==> src/rtl/ttrng_multi.sv <==
// Multi-channel Galois-LFSR random number generator with raw/dice/coin/range draw
// modes, rejection sampling bounded by a retry limit, and runtime per-channel seeding.

module ttrng_lane #(
  parameter int              WIDTH    = 16,
  parameter logic [WIDTH-1:0] POLY     = 16'hB400,
  parameter logic [WIDTH-1:0] RST_SEED = 16'hACE1
) (
  input  logic             clk,
  input  logic             rst,
  input  logic             load,
  input  logic [WIDTH-1:0] load_val,
  input  logic             step,
  output logic [WIDTH-1:0] state
);
  // An all-zero state would lock the LFSR, so zero seeds become 1.
  localparam logic [WIDTH-1:0] RST_VAL = (RST_SEED == '0) ? WIDTH'(1) : RST_SEED;

  always_ff @(posedge clk) begin
    if (rst)
      state <= RST_VAL;
    else if (load)
      state <= (load_val == '0) ? WIDTH'(1) : load_val;
    else if (step)
      state <= (state >> 1) ^ (state[0] ? POLY : '0);
  end
endmodule

module ttrng_multi #(
  parameter int               WIDTH        = 16,
  parameter logic [WIDTH-1:0] POLY         = 16'hB400,
  parameter logic [WIDTH-1:0] DEFAULT_SEED = 16'hACE1,
  parameter int               CHANNELS     = 4,
  parameter int               OUT_W        = 8,
  parameter int               MAX_COUNT    = 1000,
  localparam int              CW           = (CHANNELS > 1) ? $clog2(CHANNELS) : 1
) (
  input  logic             clk,
  input  logic             rst,
  input  logic             seed_load,
  input  logic [CW-1:0]    seed_ch,
  input  logic [WIDTH-1:0] seed,
  input  logic             req_valid,
  output logic             req_ready,
  input  logic [CW-1:0]    req_ch,
  input  logic [1:0]       req_mode,
  input  logic [OUT_W-1:0] req_bound,
  output logic             out_valid,
  input  logic             out_ready,
  output logic [OUT_W-1:0] number,
  output logic [CW-1:0]    out_ch,
  output logic             timeout
);
  localparam int              AW   = $clog2(MAX_COUNT + 1);
  localparam logic [AW-1:0]   LAST = AW'(MAX_COUNT - 1);
  localparam logic [CW:0]     NCH  = (CW + 1)'(CHANNELS);

  typedef enum logic [1:0] {IDLE, DRAW, DONE} state_t;

  typedef struct packed {
    logic [CW-1:0]    ch;
    logic [1:0]       mode;
    logic [OUT_W-1:0] bound;
  } req_t;

  state_t state, state_n;
  req_t   cur, cur_n;
  logic [AW-1:0]    attempts, attempts_n;
  logic [OUT_W-1:0] number_n;
  logic [CW-1:0]    out_ch_n;
  logic             timeout_n, out_valid_n;

  logic [CHANNELS-1:0][WIDTH-1:0] lane_state;

  for (genvar c = 0; c < CHANNELS; c++) begin : g_lane
    ttrng_lane #(
      .WIDTH   (WIDTH),
      .POLY    (POLY),
      .RST_SEED(DEFAULT_SEED + WIDTH'(c))
    ) u_lane (
      .clk     (clk),
      .rst     (rst),
      .load    (seed_load && (seed_ch == CW'(c))),
      .load_val(seed),
      .step    ((state == DRAW) && (cur.ch == CW'(c))),
      .state   (lane_state[c])
    );
  end

  // Candidate comes from the pre-step state of the latched channel.
  logic [WIDTH-1:0] sel;
  logic [OUT_W-1:0] cand, b1, mask, masked, res;
  logic             accept;

  always_comb begin
    sel = '0;
    if ({1'b0, cur.ch} < NCH) sel = lane_state[cur.ch];
    cand = sel[OUT_W-1:0];
  end

  always_comb begin
    accept = 1'b0;
    res    = '0;
    b1     = cur.bound - OUT_W'(1);
    mask   = '0;
    masked = '0;
    unique case (cur.mode)
      2'd0: begin
        accept = 1'b1;
        res    = cand;
      end
      2'd1: begin
        accept = (cand[2:0] <= 3'd5);
        res    = OUT_W'(cand[2:0]) + OUT_W'(1);
      end
      2'd2: begin
        accept = 1'b1;
        res    = {{(OUT_W-1){1'b0}}, cand[0]};
      end
      default: begin
        if (cur.bound <= OUT_W'(1)) begin
          accept = 1'b1;
        end else begin
          // Smear bound-1 rightwards: smallest all-ones mask covering it.
          for (int i = 0; i < OUT_W; i++) mask[i] = |(b1 >> i);
          masked = cand & mask;
          accept = (masked < cur.bound);
          res    = masked;
        end
      end
    endcase
  end

  always_comb begin
    state_n     = state;
    cur_n       = cur;
    attempts_n  = attempts;
    number_n    = number;
    out_ch_n    = out_ch;
    timeout_n   = timeout;
    out_valid_n = out_valid;
    unique case (state)
      IDLE: begin
        if (req_valid) begin
          cur_n      = '{ch: req_ch, mode: req_mode, bound: req_bound};
          attempts_n = '0;
          state_n    = DRAW;
        end
      end
      DRAW: begin
        if (accept) begin
          number_n    = res;
          out_ch_n    = cur.ch;
          timeout_n   = 1'b0;
          out_valid_n = 1'b1;
          state_n     = DONE;
        end else if (attempts == LAST) begin
          number_n    = '0;
          out_ch_n    = cur.ch;
          timeout_n   = 1'b1;
          out_valid_n = 1'b1;
          state_n     = DONE;
        end else begin
          attempts_n = attempts + AW'(1);
        end
      end
      DONE: begin
        if (out_ready) begin
          out_valid_n = 1'b0;
          state_n     = IDLE;
        end
      end
      default: state_n = IDLE;
    endcase
  end

  always_ff @(posedge clk) begin
    if (rst) begin
      state     <= IDLE;
      cur       <= '0;
      attempts  <= '0;
      number    <= '0;
      out_ch    <= '0;
      timeout   <= 1'b0;
      out_valid <= 1'b0;
    end else begin
      state     <= state_n;
      cur       <= cur_n;
      attempts  <= attempts_n;
      number    <= number_n;
      out_ch    <= out_ch_n;
      timeout   <= timeout_n;
      out_valid <= out_valid_n;
    end
  end

  assign req_ready = (state == IDLE);
endmodule

==> config.mk <==
export PLATFORM = sky130hd
export DESIGN_NAME = ttrng_multi
export DESIGN_NICKNAME = d
export VERILOG_FILES = /design/src/rtl/ttrng_multi.sv
export SDC_FILE = /design/constraint.sdc
export NUM_CORES = 1
export LEC_CHECK = 0
export ABC_AREA = 1
export CORE_ASPECT_RATIO = 1.5
export CORE_MARGIN = 2
export CORE_UTILIZATION = 46
export DETAILED_ROUTE_END_ITERATION = 8
export GPL_TIMING_DRIVEN = 0
export PLACE_DENSITY = 0.66
export SLEW_MARGIN = 20
export SYNTH_ARGS = -nofsm -noshare
export SYNTH_HDL_FRONTEND = slang
export SYNTH_SLANG_ARGS = --single-unit
==> constraint.sdc <==
create_clock -name clk -period 2.8 [get_ports clk]
set_input_delay 0.42 -clock clk [delete_from_list [all_inputs] [get_ports clk]]
set_output_delay 0.42 -clock clk [all_outputs]
set_load 0.01 [all_outputs]
After elaboration in Yosys (flattened, before gate mapping)
Cells that the tools add are included.

Reduce and logical (&&, ||, !) cells: 33. Shift operators: 0. Bitwise gates (word level): 5. Divide/modulo/power cells: 0. $mul: 0. Equality and inequality tests: 16. Muxes and demuxes: 37. Order comparisons: 4. $add $sub $neg: 3.

Operators by type and width (number): two-way mux 16 bit (13); XOR 15 x 16 -> 16 bit (4); binary-select mux 16 bit (select 2 bit) (1); two-way mux 8 bit (4); two-way mux 10 bit (3); case mux 8 bit (3 select lines) (1); case mux 10 bit (2 select lines) (1); zero test 16 bit (1); nonzero test 2 bit (7); equality test 2 bit (second input constant) (6); two-way mux 2 bit (6); adder 10 x 1 -> 10 bit (second input constant) (1); equality test 10 bit (second input constant) (1); bitwise AND 8 bit (1); equality test 2 x 1 -> 1 bit (second input constant) (4); <= comparator 8 x 1 -> 1 bit (second input constant) (1); logical AND 1 bit (8); zero test 2 bit (4); less-than comparator 8 bit (1); != test 2 bit (second input constant) (4); OR reduction 8 bit (1); subtractor 8 x 1 -> 8 bit (second input constant) (1); OR reduction 7 bit (1); case mux 2 bit (3 select lines) (1); 14 further kinds (22).

Logic and storage cells: 111. Memory bits (writable): 0. ROM bits: 0. Output and inout bits: 13. Flip-flop bits (word level): 100. Bits in latches: 0. Input bits: 35. Memories: 0.

Logic depth before layout (Yosys ltp)
Depth after elaboration: 8. Depth in mapped cells: 23. Mapped depth without buffers: 23.

By module
From an unflattened synthesis, not the netlist that was laid out.

Cells, all modules: 848. Area total of the unflattened synthesis: 5854.4 µm².

By module, submodules not included: ttrng_multi (cells an instance 396, area each 2611.3 µm², instances 1, seq. area each 720.7 µm²); ttrng_lane at g_lane[1].u_lane ... (cells an instance 110, area each 789.5 µm², instances 2, seq. area each 320.3 µm²); ttrng_lane at g_lane[2].u_lane (cells an instance 116, area each 844.6 µm², instances 1, seq. area each 320.3 µm²); ttrng_lane at g_lane[0].u_lane (cells an instance 116, area each 819.5 µm², instances 1, seq. area each 320.3 µm²).

Least setup slack after synthesis
OpenSTA, ideal clock, no wires.

Path kind: register to register. Start point: register cur[0] in the netlist's numbering. End point: register attempts[1]. Setup slack: 0.272 ns. Clock period less this slack: 2.528 ns. Path buffers: 1. Arrival time: 2.415 ns. Required time: 2.687 ns. Setup time: 0.113 ns. Stages on the path, launching flop included: 23. Cells stage by stage: dfxtp_1 -> inv_1 -> ha_1 -> nand3_1 -> nand2_1 -> nand2_1 -> nor2_4 -> nand2_1 -> o21ai_0 -> inv_1 -> ha_1 -> nand2_1 -> inv_1 -> nand2_1 -> nand2_1 -> nand2_1 -> nand2_1 -> nand2_2 -> nand3_4 -> nand3_2 -> buf_6 -> o21ai_1 -> nor2_1.

Word-level cells in the longest chain between the ends: 8. Elaborated cells between the ends (all ways): 15. Those cells by class: add/sub: 1; order compare: 2; eq/ne: 1; mux: 2; bitwise: 1; reduce/logical: 8.

Ends and longest elaborated chain: start: declaration (RTL line 67) `req_t cur, cur_n;`; start signal: assignment (RTL line 188) `cur <= cur_n;`; subtractor 8 x 1 -> 8 bit (RTL line 104) `b1 = cur.bound - OUT_W'(1);`; OR reduction 8 bit (tied with other cells) (RTL line 125) `for (int i = 0; i < OUT_W; i++) mask[i] = |(b1 >> i);`; bitwise AND 8 bit (RTL line 126) `masked = cand & mask;`; less-than comparator 8 bit (RTL line 127) `accept = (masked < cur.bound);`; two-way mux 1 bit (*) (RTL line 121) `if (cur.bound <= OUT_W'(1)) begin`; case mux 1 bit (2 select lines) (*) (RTL line 107) `unique case (cur.mode)`; != test 2 bit (no source line) (*); AND reduction 4 bit (no source line) (*); end signal: assignment (RTL line 189) `attempts <= attempts_n;`; end: declaration (RTL line 68) `logic [AW-1:0] attempts, attempts_n;`.

Every way passes the cells marked *; elsewhere a longest branch is shown, timed or not. A chain may end at the register's enable or synchronous reset.

Worst setup path after layout
Start point: register cur[6] in the netlist's numbering. End point: register number[0].

Word-level cells in the longest chain between the ends: 8. Elaborated cells between the ends (all ways): 18. Those cells by class: add/sub: 1; order compare: 2; mux: 5; bitwise: 1; reduce/logical: 9.

Ends and longest elaborated chain: subtractor 8 x 1 -> 8 bit (RTL line 104); OR reduction 8 bit (tied with other cells) (RTL line 125); bitwise AND 8 bit (RTL line 126); less-than comparator 8 bit (RTL line 127); two-way mux 1 bit (RTL line 121); case mux 1 bit (2 select lines) (RTL line 107); nonzero test 2 bit (no source line); AND reduction 2 bit (no source line); end signal: assignment (RTL line 190) `number <= number_n;`; end: declaration (RTL line 50) `output logic [OUT_W-1:0] number,`.

Parallel ways exist; a longest one is shown, timed or not.

==> metrics.txt <==
Max clock buf depth=2; hold bufs inserted after CTS=0; Syn Std Cell Area=5260 sq um; Leak=2.70 nW; period utilisation layout=97.2%; H-tree depth=3; Initial DRC Count=240; Post-Synthesis Cells=745; all-layer global routing usage=26.4%; Final #Nets=868; TritonCTS clock tree=done; Initial Util=47.3%; Worst Max-Slew Pin Slew=897 ps; clock latency on the worst-skew pair=360 ps; WP data required=3010 ps; Reg clk slew, reported paths=70 ps; RSZ-0062 raised after global routing=yes; Max Freq=0.367 GHz; worst rel slew slack=39.7%; maximum VDD drop=0.000428 V; final core utilization=59.2%; Final setup violation count=0; fin cells=969; Inst Count DP=938; hold slack=467 ps; fin crit period=2720 ps; drt first pass iters=5; post-synthesis sequential area ratio=38.1%; Routed WL=16.3 mm; largest net degree at the start of global routing=16; CP Capture Type=flop; startpoint types=flop; MaxCap Viol Count=0; HPWL after DPL=11.9 mm; WS Path Type=reg -> reg; Clock Sinks=100; IO Pins=48; Synth async-reset ratio=0%; Pwr Total=4.19 mW; Synth Warn #=0; largest fanout on the critical path=5; DRC Markers=0; Setup TNS=0 ps; Rows=47; antenna viol nets, final=0; first-pass GRT wire length=25.6 mm; WP data arrival=2930 ps; outcome=finished clean; Top FF cell, synth=dfxtp_1; DR vias=5413; Post-synth EDFFs=0; vias in the first global route=5322; die area=12300 sq um; synthesized flop and latch total=100; routability cong.=0.925; Final Hold Vio Count=0; Routed WL per cell=16.8 um; die height=135 um; syn_area_per_cell=7.06 sq um; IO buf count=46; Root Driver=clkbuf_16; Die W=91.3 um; power per cell area=638 nW/um^2; worst min path class=reg -> reg; synthesis-to-finish area growth=25.1%; gr ovfl total=0; CTS Buf Count=9; max-slew violations=0; syn_nets=794; core area=11100 sq um; antenna violations before repair=0; Via density=5.59; share of layout cells above drive strength 1=11.9%; count of cell types in the netlist=42; ant diodes=0; skew final=8.00 ps
## timing repair
action                     in CTS  in global routing
setup endpoints to repair      24                 28
gates cloned                    1                  1
gates resized for setup        12                 57
pin swaps                       0                 21
hold endpoints to repair        0                  0
buffers inserted                0                 15
## cell families after synthesis
family          share of synthesized area [%]
simple gates                             24.8
buf+inv                                  9.71
xor+xnor                                 3.33
compound gates                           20.8
fa+ha+maj                                3.33
flops                                    38.1
## layout by cell type (no fill, tap or decap), drive strengths merged, types with 3 or more instances in the layout
master	instances
nand2	214
inv	103
dfxtp	100
nor2	51
a21oi	47
clkdlybuf4s50	46
clkbuf	34
o21ai	33
nand3	23
buf	22
o2111ai	21
a31oi	18
o221ai	14
ha	14
nand4	12
xnor2	12
a22oi	11
xor2	8
o22ai	7
o211ai	5
nor4	5
nor3	5
o21a	3
a221oi	3
## synth_stat cells, types with 2 or more instances
cell type | instances | area (sq um)
a21oi_1 | 45 | 225
a21oi_2 | 2 | 17.5
a221oi_1 | 3 | 26.3
a22oi_1 | 10 | 75.1
a31oi_1 | 18 | 113
buf_1 | 4 | 15.0
clkbuf_1 | 24 | 90.1
dfxtp_1 | 100 | 2000
ha_1 | 14 | 175
inv_1 | 97 | 364
inv_2 | 6 | 22.5
nand2_1 | 210 | 788
nand2_2 | 4 | 25.0
nand3_1 | 21 | 105
nand4_1 | 12 | 75.1
nor2_1 | 48 | 180
nor2_2 | 2 | 12.5
nor3_1 | 5 | 25.0
nor4_1 | 5 | 31.3
o2111ai_1 | 21 | 184
o211ai_1 | 5 | 37.5
o21a_1 | 3 | 22.5
o21ai_0 | 29 | 145
o21ai_1 | 3 | 15.0
o221ai_1 | 13 | 114
o22ai_1 | 7 | 43.8
xnor2_1 | 12 | 105
xor2_1 | 8 | 70.1
## metrics by stage
step / instance area [sq um] / worst slack (ps)
2_1_floorplan: 5260 / 272
3_3_place_gp: 5900 / -124
3_5_place_dp: 5900 / -136
4_1_cts: 6250 / 1.04
5_1_grt: 6580 / -106
6_report: 6580 / 77.7
## path summary, 6_finish.rpt
check,startpoint,end,slack [ps],cells past startpoint
worst min register to register,number[2],number[2],470,2
worst min-delay path,number[2],number[2],470,2
worst max register to register,cur[6],number[0],80,21
worst max-delay path,cur[6],number[0],80,21
## routing by layer
layer,track usage [%],up-vias,routed length [um]
met1,29.4,2540,6390
li1,-,2640,-
met4,17.3,0,867
met2,47.4,183,8310
met3,2.85,50,764
met5,0,-,0
## layout make-up
type / instances / area (sq um)
Multi-Input combinational cell: 512 / 2950
Timing Repair Buffer: 62 / 584
Timing Repair inverter: 1 / 7.51
Tap cell: 147 / 184
Inverter: 103 / 398
Buffer: 30 / 128
Clock buffer: 10 / 239
Clock inverter: 4 / 73.8
Sequential cell: 100 / 2020
Fill cell: 1024 / 4540
## registers in the layout, indices dropped and copies added (netlist names)
register / cells
g_lane.u_lane.state: 64
cur: 12
attempts: 10
number: 8
out_ch: 2
state: 2
out_valid: 1
timeout: 1
## critical path, cell delays in order (launching register included)
cell	delay, ps
dfxtp_1	380
nor2_4	130
nand2_2	70
o21ai_2	140
nand2_2	90
nor2_4	190
nand2_4	90
nor2_4	140
a21oi_2	80
ha_1	260
nand2_1	70
nand2_1	50
nand2_1	50
nand2_1	50
nand2_1	60
nand2_1	70
nand2_2	100
nand3_4	120
nand2_4	130
clkinvlp_4	140
nand2_1	100
a21oi_1	60
## power breakdown
group / internal [mW] / switching [mW]
Clock: 0.800 / 0.553
Combinational: 0.496 / 0.711
Sequential: 1.54 / 0.0954
No activity file was read; power rests on OpenSTA's default activity.
